===== src/rtl/rv_iret_trace_pkg.sv =====
// Shared types and constants for the retirement trace buffer.
// Fixed-width entry metadata, overflow state encoding and the drop counter helper.
package rv_iret_trace_pkg;

  localparam int SEQ_W  = 64;
  localparam int DROP_W = 16;

  typedef enum logic {
    NORMAL = 1'b0,
    OVF    = 1'b1
  } ovf_state_t;

  // Width-independent part of a trace entry; the XLEN/FLEN fields are added by the top.
  typedef struct packed {
    logic [SEQ_W-1:0] seq;
    logic [31:0]      insn;
  } meta_t;

  function automatic logic [DROP_W-1:0] sat_inc(input logic [DROP_W-1:0] v);
    return (&v) ? v : v + 1'b1;
  endfunction

endpackage


===== src/rtl/rv_iret_trace_fifo.sv =====
// Generic W-bit FIFO with explicit occupancy counter; head is read straight from storage.
// Latency: an entry written at edge N is visible on pop_dat after edge N.
// Backpressure: push while full is ignored unless a pop happens in the same cycle.
module rv_iret_trace_fifo #(
  parameter int W     = 8,
  parameter int DEPTH = 8
) (
  input  logic                     clk,
  input  logic                     rst_n,
  input  logic                     push,
  input  logic [W-1:0]             push_dat,
  input  logic                     pop,
  output logic [W-1:0]             pop_dat,
  output logic                     full,
  output logic                     empty,
  output logic [$clog2(DEPTH):0]   level
);

  localparam int AW = $clog2(DEPTH);
  localparam int LW = AW + 1;

  logic [W-1:0]  mem [DEPTH];
  logic [AW-1:0] wr_ptr;
  logic [AW-1:0] rd_ptr;
  logic          do_push;
  logic          do_pop;

  assign empty   = (level == '0);
  assign full    = (level == LW'(DEPTH));
  assign do_pop  = pop & ~empty;
  assign do_push = push & (~full | do_pop);
  assign pop_dat = mem[rd_ptr];

  // Power-of-two depth: pointers wrap by natural overflow.
  always_ff @(posedge clk or negedge rst_n) begin
    if (!rst_n) begin
      wr_ptr <= '0;
      rd_ptr <= '0;
      level  <= '0;
    end else begin
      if (do_push) wr_ptr <= wr_ptr + 1'b1;
      if (do_pop)  rd_ptr <= rd_ptr + 1'b1;
      case ({do_push, do_pop})
        2'b10:   level <= level + 1'b1;
        2'b01:   level <= level - 1'b1;
        default: level <= level;
      endcase
    end
  end

  always_ff @(posedge clk) begin
    if (do_push) mem[wr_ptr] <= push_dat;
  end

endmodule


===== src/rtl/rv_iret_trace_buf.sv =====
// Retirement trace buffer: tags each iret with a 64-bit seq and queues it; RV_IRET_TRACE_FRES_EN stores fres.
// Latency: entry visible on trc_* the cycle after the retiring edge; outputs come straight from storage.
// Backpressure: none upstream; a full buffer drops the retirement, sets sticky ovf and counts it.
module rv_iret_trace_buf
  import rv_iret_trace_pkg::*;
#(
  parameter int XLEN  = 32,
  parameter int FLEN  = 32,
  parameter int DEPTH = 8
) (
  input  logic                    clk,
  input  logic                    rst_n,
  input  logic                    iret,
  input  logic [XLEN-1:0]         addr,
  input  logic [31:0]             insn,
  input  logic [XLEN-1:0]         ires,
  input  logic [FLEN-1:0]         fres,
  output logic                    trc_valid,
  input  logic                    trc_ready,
  output logic [XLEN-1:0]         trc_addr,
  output logic [31:0]             trc_insn,
  output logic [XLEN-1:0]         trc_ires,
  output logic [FLEN-1:0]         trc_fres,
  output logic [SEQ_W-1:0]        trc_seq,
  output logic                    ovf,
  output logic [DROP_W-1:0]       drop_cnt,
  input  logic                    ovf_clr,
  output logic [$clog2(DEPTH):0]  level
);

`ifdef RV_IRET_TRACE_FRES_EN
  typedef struct packed {
    logic [XLEN-1:0] addr;
    logic [XLEN-1:0] ires;
    logic [FLEN-1:0] fres;
    meta_t           meta;
  } entry_t;
`else
  typedef struct packed {
    logic [XLEN-1:0] addr;
    logic [XLEN-1:0] ires;
    meta_t           meta;
  } entry_t;
`endif

  entry_t           push_ent;
  entry_t           head_ent;
  logic             full;
  logic             empty;
  logic             pop;
  logic             drop;
  logic [SEQ_W-1:0] seq_q;
  ovf_state_t       state;
  ovf_state_t       state_nxt;

  assign trc_valid = ~empty;
  assign pop       = trc_valid & trc_ready;
  assign drop      = iret & full & ~pop;

  always_comb begin
    push_ent           = '0;
    push_ent.addr      = addr;
    push_ent.ires      = ires;
    push_ent.meta.insn = insn;
    push_ent.meta.seq  = seq_q;
`ifdef RV_IRET_TRACE_FRES_EN
    push_ent.fres      = fres;
`endif
  end

  rv_iret_trace_fifo #(
    .W     ($bits(entry_t)),
    .DEPTH (DEPTH)
  ) u_fifo (
    .clk      (clk),
    .rst_n    (rst_n),
    .push     (iret),
    .push_dat (push_ent),
    .pop      (pop),
    .pop_dat  (head_ent),
    .full     (full),
    .empty    (empty),
    .level    (level)
  );

  assign trc_addr = head_ent.addr;
  assign trc_ires = head_ent.ires;
  assign trc_insn = head_ent.meta.insn;
  assign trc_seq  = head_ent.meta.seq;
`ifdef RV_IRET_TRACE_FRES_EN
  assign trc_fres = head_ent.fres;
`else
  logic unused_fres;
  assign unused_fres = ^fres;
  assign trc_fres    = '0;
`endif

  // Dropped retirements still consume a sequence number so the sink can see the gap.
  always_ff @(posedge clk or negedge rst_n) begin
    if (!rst_n) begin
      seq_q    <= '0;
      drop_cnt <= '0;
      state    <= NORMAL;
    end else begin
      state <= state_nxt;
      if (iret) seq_q <= seq_q + 1'b1;
      if (drop)         drop_cnt <= ovf_clr ? DROP_W'(1) : sat_inc(drop_cnt);
      else if (ovf_clr) drop_cnt <= '0;
    end
  end

  always_comb begin
    state_nxt = state;
    ovf       = 1'b0;
    case (state)
      NORMAL: if (drop) state_nxt = OVF;
      OVF: begin
        ovf = 1'b1;
        if (ovf_clr && !drop) state_nxt = NORMAL;
      end
      default: state_nxt = NORMAL;
    endcase
  end

endmodule

===== config.mk =====
export PLATFORM = sky130hd
export DESIGN_NAME = rv_iret_trace_buf
export DESIGN_NICKNAME = d
export VERILOG_FILES = /design/src/rtl/rv_iret_trace_pkg.sv /design/src/rtl/rv_iret_trace_fifo.sv /design/src/rtl/rv_iret_trace_buf.sv
export SDC_FILE = /design/constraint.sdc
export NUM_CORES = 2
export LEC_CHECK = 0
export ABC_AREA = 1
export CAP_MARGIN = 20
export CORE_MARGIN = 1.5
export CORE_UTILIZATION = 45
export CTS_CLUSTER_SIZE = 30
export DETAILED_ROUTE_END_ITERATION = 6
export HOLD_SLACK_MARGIN = 0.05
export SKIP_CTS_REPAIR_TIMING = 1
export SLEW_MARGIN = 5
export SYNTH_ARGS = -nofsm -noshare
export SYNTH_HDL_FRONTEND = slang
export SYNTH_HIERARCHICAL = 1
export SYNTH_SLANG_ARGS = --single-unit
export TNS_END_PERCENT = 5

===== constraint.sdc =====
create_clock -name clk -period 38.9 [get_ports clk]
set_input_delay 5.835 -clock clk [delete_from_list [all_inputs] [get_ports clk]]
set_output_delay 5.835 -clock clk [all_outputs]
set_load 0.02 [all_outputs]

Yosys cells after proc, flatten, opt, wreduce, memory -nomap -nowiden
Memories as Yosys holds them, arrays and structs flattened.
Cells that the tools add are included.
{ "classes": {"mux": 11, "addsub": 6, "n_eq_ne": 4, "reduce_logical": 7, "n_bitwise": 10} }
{ "op_table": {"columns": ["operator", "n"], "rows": [
  ["adder 64 x 1 -> 64 bit (second input constant)", 1],
  ["two-way mux 16 bit", 4],
  ["adder 16 x 1 -> 16 bit (second input constant)", 1],
  ["AND reduction 16 bit", 1],
  ["case mux 4 bit (2 select lines)", 1],
  ["adder 3 x 1 -> 3 bit (second input constant)", 2],
  ["bitwise AND 1 bit", 5],
  ["two-way mux 1 bit", 5],
  ["adder 4 x 1 -> 4 bit (second input constant)", 1],
  ["equality test 4 bit (second input constant)", 1],
  ["logical NOT 4 bit", 1],
  ["inverter 1 bit", 4],
  ["nonzero test 2 bit", 2],
  ["subtractor 4 x 1 -> 4 bit (second input constant)", 1],
  ["equality test 2 x 1 -> 1 bit (second input constant)", 1],
  ["equality test 2 bit (second input constant)", 1],
  ["inequality test 2 bit (second input constant)", 1],
  ["case mux 1 bit (2 select lines)", 1],
  ["AND reduction 2 bit", 1],
  ["logical AND 1 bit", 1],
  ["logical NOT 1 bit", 1],
  ["OR 1 bit", 1]
]} }
{ "totals": {"ram_bits": 1280, "mem_count": 1, "register_bits": 91, "elab_cells": 45} }
{ "mem_list": {"columns": ["memory", "words", "word_bits", "read_ports", "rd_ports_with_merged_regs", "write_ports", "line_no", "rtl"], "rows": [
  ["u_fifo.mem", 8, 160, 1, 0, 1, "rv_iret_trace_fifo.sv:22", "logic [W-1:0] mem [DEPTH];"]
]} }

Longest topological paths before layout
{ "logic_depth": {"ltp_word": 9, "mapped_depth": 14, "mapped_depth_nobuf": 14} }

Modules after synthesis
Netlist, hierarchy kept.
{ "by_module_without_submodules": {"columns": ["mod", "cells_each", "area_per_inst_um2", "instances", "seq_area_each_um2"], "rows": [
  ["rv_iret_trace_fifo", 3668, 50342.0, 1, 38687.1],
  ["rv_iret_trace_buf", 718, 5116.2, 1, 2026.9]
]} }

Worst setup path before layout
OpenSTA, ideal clock, no wires.
{ "synth_path": {"kind": "input to register", "startpoint": "in trc_ready", "endpoint": "mem u_fifo/mem[7][0] (netlist name), enable pin", "setup_ns": 0.877, "cell_stages": 6, "arrival_time_ns": 17.268, "required_time_ns": 38.023, "slack_ns": 20.755, "cell_sequence": "inv_1 -> nor2_1 -> nand2_1 -> nand2_1 -> nand2_1 -> nor3_1"} }
{ "synth_between": {"elab_chain_cells": 6} }
{ "synth_lines": {"columns": ["item", "line_no", "rtl"], "rows": [
  ["start: declaration", "rv_iret_trace_buf.sv:19", "input logic trc_ready,"],
  ["bitwise AND 1 bit", "rv_iret_trace_buf.sv:57", "assign pop = trc_valid & trc_ready;"],
  ["net pop", "rv_iret_trace_buf.sv:50", "logic pop;"],
  ["bitwise AND 1 bit", "rv_iret_trace_fifo.sv:30", "assign do_pop = pop & ~empty;"],
  ["OR 1 bit", "rv_iret_trace_fifo.sv:31", "assign do_push = push & (~full | do_pop);"],
  ["bitwise AND 1 bit", "rv_iret_trace_fifo.sv:31", null],
  ["two-way mux 1 bit", "rv_iret_trace_fifo.sv:52", "if (do_push) mem[wr_ptr] <= push_dat;"],
  ["two-way mux 1 bit (implied by the code)", "rv_iret_trace_fifo.sv:52", null],
  ["end: declaration", "rv_iret_trace_fifo.sv:22", null]
]} }
The timed path passes the listed nets, and every way through them passes these cells.

Final worst setup path
{ "layout_path": {"startpoint": "reg u_fifo.rd_ptr[1]", "endpoint": "out trc_ires[20]"} }
{ "layout_between": {"elab_chain_cells": 1} }
{ "layout_lines": {"columns": ["item", "line_no", "rtl"], "rows": [
  ["start: declaration", "rv_iret_trace_fifo.sv:24", "logic [AW-1:0] rd_ptr;"],
  ["start signal: assignment", "rv_iret_trace_fifo.sv:42", "if (do_pop) rd_ptr <= rd_ptr + 1'b1;"],
  ["memory read (8 x 160 bit)", null, null],
  ["end: declaration", "rv_iret_trace_buf.sv:22", "output logic [XLEN-1:0] trc_ires,"]
]} }
Every way passes these cells.

==> results.json <==
{
  "grt_max_degree": 183,
  "gp_congestion": 0.864,
  "drive_gt1_frac": 0.0598,
  "arrival_ns": 5.53,
  "cp-end-kind": "output pin",
  "htreeDepth": 4,
  "clk_latency_ns": 0.74,
  "cts_sinks": 1371,
  "placed_area_um2": 59400,
  "synthArstFlopShare": 0.0664,
  "layout_commonest_cell": "edfxtp_1",
  "die_w_um": 354,
  "maxSlewViolCount": 0,
  "seqCellArea_um2": 40700,
  "comb_power_share": 0.356,
  "synthCells": 4386,
  "hold-worst-slack_ns": 0.504,
  "skew_ns": 0.0228,
  "synth_area_um2": 55500,
  "syn_avg_cell_area_um2": 12.6,
  "drtIter0Drc": 2163,
  "grt_pass1_vias": 32600,
  "vdd_drop_max_mv": 0.0725,
  "die_y_um": 354,
  "drc": 0,
  "clkPwrFrac": 0.266,
  "avgViaCountPerCell": 5.31,
  "vias": 33800,
  "cts_tree": "built",
  "ys_seq_area_frac": 0.734,
  "multiInputGateArea_um2": 13000,
  "antenna_found_initial": 2,
  "startpoint_type": "register",
  "p_int_uw": 3190,
  "std_cell_rows": 128,
  "timing_worst_setup_path_type": "reg2out",
  "gr-total-overflow": 0,
  "dp_cells": 6107,
  "post_drt_wl_per_cell_um": 20.4,
  "seqPwrFrac": 0.379,
  "wl_mm": 130,
  "hold_viol": 0,
  "required_ns": 33.07,
  "port_buffers": 282,
  "fin_crit_sh": 0.292,
  "rsz0062_at_grt": "false",
  "setup_violations": 0,
  "maxSlewHeadroom": 0.272,
  "fin_crit_ns": 11.36,
  "ys_types": 40,
  "switching_share": 0.359,
  "ios": 347,
  "synthToLayoutAreaGrowth_pct": 15.2,
  "synthFlopType": "edfxtp_1",
  "fmax_mhz": 88.0,
  "p_leak_uw": 0.0224,
  "drv_cap": 0,
  "synth.area.top_cells": "edfxtp_1 (69%), nor2_1 (5.2%), nand2_1 (4.8%), dfrtp_1 (4.1%), o21ai_0 (3.6%)",
  "finalNetCount": 4769,
  "synth_edf_count": 1280,
  "firstDrtPassIters": 6,
  "synth_warnings": 6,
  "ant_nets": 0,
  "yosysTopAreaCellShare": 0.693,
  "clk_path_buf_depth": 3,
  "min_path_type": "reg2reg",
  "power_density_nw_per_um2": 77.9,
  "grt.total_usage": 0.205,
  "finalInstanceArea_um2": 63900,
  "status": "finished clean",
  "tightest_slew_ns": 1.09,
  "clk_pin_slew_ns": 0.06,
  "path_max_fanout": 93,
  "layout_common_cells": "edfxtp_1 (1280), nor2_1 (760), nand2_1 (708)",
  "cts_buffers": 145,
  "hpwlAfterDp_mm": 67.3,
  "initial_core_util": 0.454,
  "ys_ff_latch": 1371,
  "die_area_um2": 125000,
  "core-area_um2": 122000,
  "final_cells": 6361,
  "root_buffer": "clkbuf_16",
  "fin_tns_setup_ns": 0,
  "grt_first_pass_wirelength_mm": 198,
  "fillers": 10300,
  "synth_top_area_cell": "edfxtp_1",
  "p_switching_uw": 1790
}
## per-stage QoR
step,util,total power (uW),worst slack (ns)
finish,0.523,4980,27.54
global route,0.523,5250,27.16
CTS,0.523,5040,27.50
detailed placement,0.487,3710,28.31
global placement,0.487,3690,28.34
floorplan,-,3090,20.75
## power groups by stage
stage	Combinational, uW	Sequential [uW]	Clock, uW
3_5_place_dp	1790	1920	0
5_1_grt	1940	1900	1410
6_report	1770	1890	1320
4_1_cts	1800	1890	1350
3_3_place_gp	1780	1910	0
2_1_floorplan	1150	1930	0
## final timing paths
path                                       to              from  cells after the start  slack (ns)
max                              trc_ires[20]  u_fifo/rd_ptr[1]                      8       27.54
min                          u_fifo/wr_ptr[0]  u_fifo/wr_ptr[0]                      2        0.50
max reg2reg                u_fifo/mem[4][110]   u_fifo/level[0]                     10       34.38
min reg2reg                  u_fifo/wr_ptr[0]  u_fifo/wr_ptr[0]                      2        0.50
max in group asynchronous    u_fifo/rd_ptr[1]             rst_n                      2       32.56
min in group asynchronous           seq_q[52]             rst_n                      1        5.03
## sequential cells by signal, summed over array words and instances, names as in the netlist
signal,cells
u_fifo/rd_ptr,3
u_fifo/wr_ptr,3
state,1
u_fifo/mem,1280
seq_q,64
u_fifo/level,4
drop_cnt,16
## cells by family (layout without fill, tap and decap cells)
group | Yosys count | count (layout) | synth area share
fa+ha+maj | 7 | 7 | 0.00171
xor+xnor | 47 | 47 | 0.00742
other cells | 1 | 33 | 0.0000676
mux | 161 | 161 | 0.0291
simple gates | 1611 | 1611 | 0.115
compound gates | 821 | 821 | 0.0778
flops | 1371 | 1371 | 0.734
buf+inv | 367 | 685 | 0.0348
## routing by layer
layer	wire length, um	part of all wire	GRT usage	vias up
li1	-	-	-	16100
met1	56600	0.44	0.280	16700
met2	64200	0.49	0.342	813
met3	6370	0.049	0.0321	187
met4	2550	0.020	0.0571	2
met5	17	0.00013	0	-
## cells in the mapped netlist, types with 56 or more instances
cell type / n
mux2i_1: 160
o22ai_1: 160
clkbuf_1: 109
buf_2: 63
o21ai_0: 394
edfxtp_1: 1280
inv_1: 98
nand2_1: 708
nor2_1: 764
o21ai_1: 260
nand3_1: 56
dfrtp_1: 91
## final cells by class
cell class	count	area share
diodes	1	0.0000392
well taps	1625	0.0318
inverters	101	0.00613
flip-flops and latches	1371	0.638
repair buffers	331	0.0509
multi-input cells	2679	0.203
clock inverters	68	0.0102
clock buffers	185	0.0601
## critical path, stage by stage, from the launching register on
cell             delay (ns)
dfrtp_4                0.98
buf_4                  0.78
buf_4                  0.72
buf_4                  0.84
o21ai_0                0.25
o22ai_1                0.23
nand2_1                0.08
nand2_1                0.11
clkdlybuf4s50_1        0.61
Note: power is estimated with default switching activity, not from simulation.
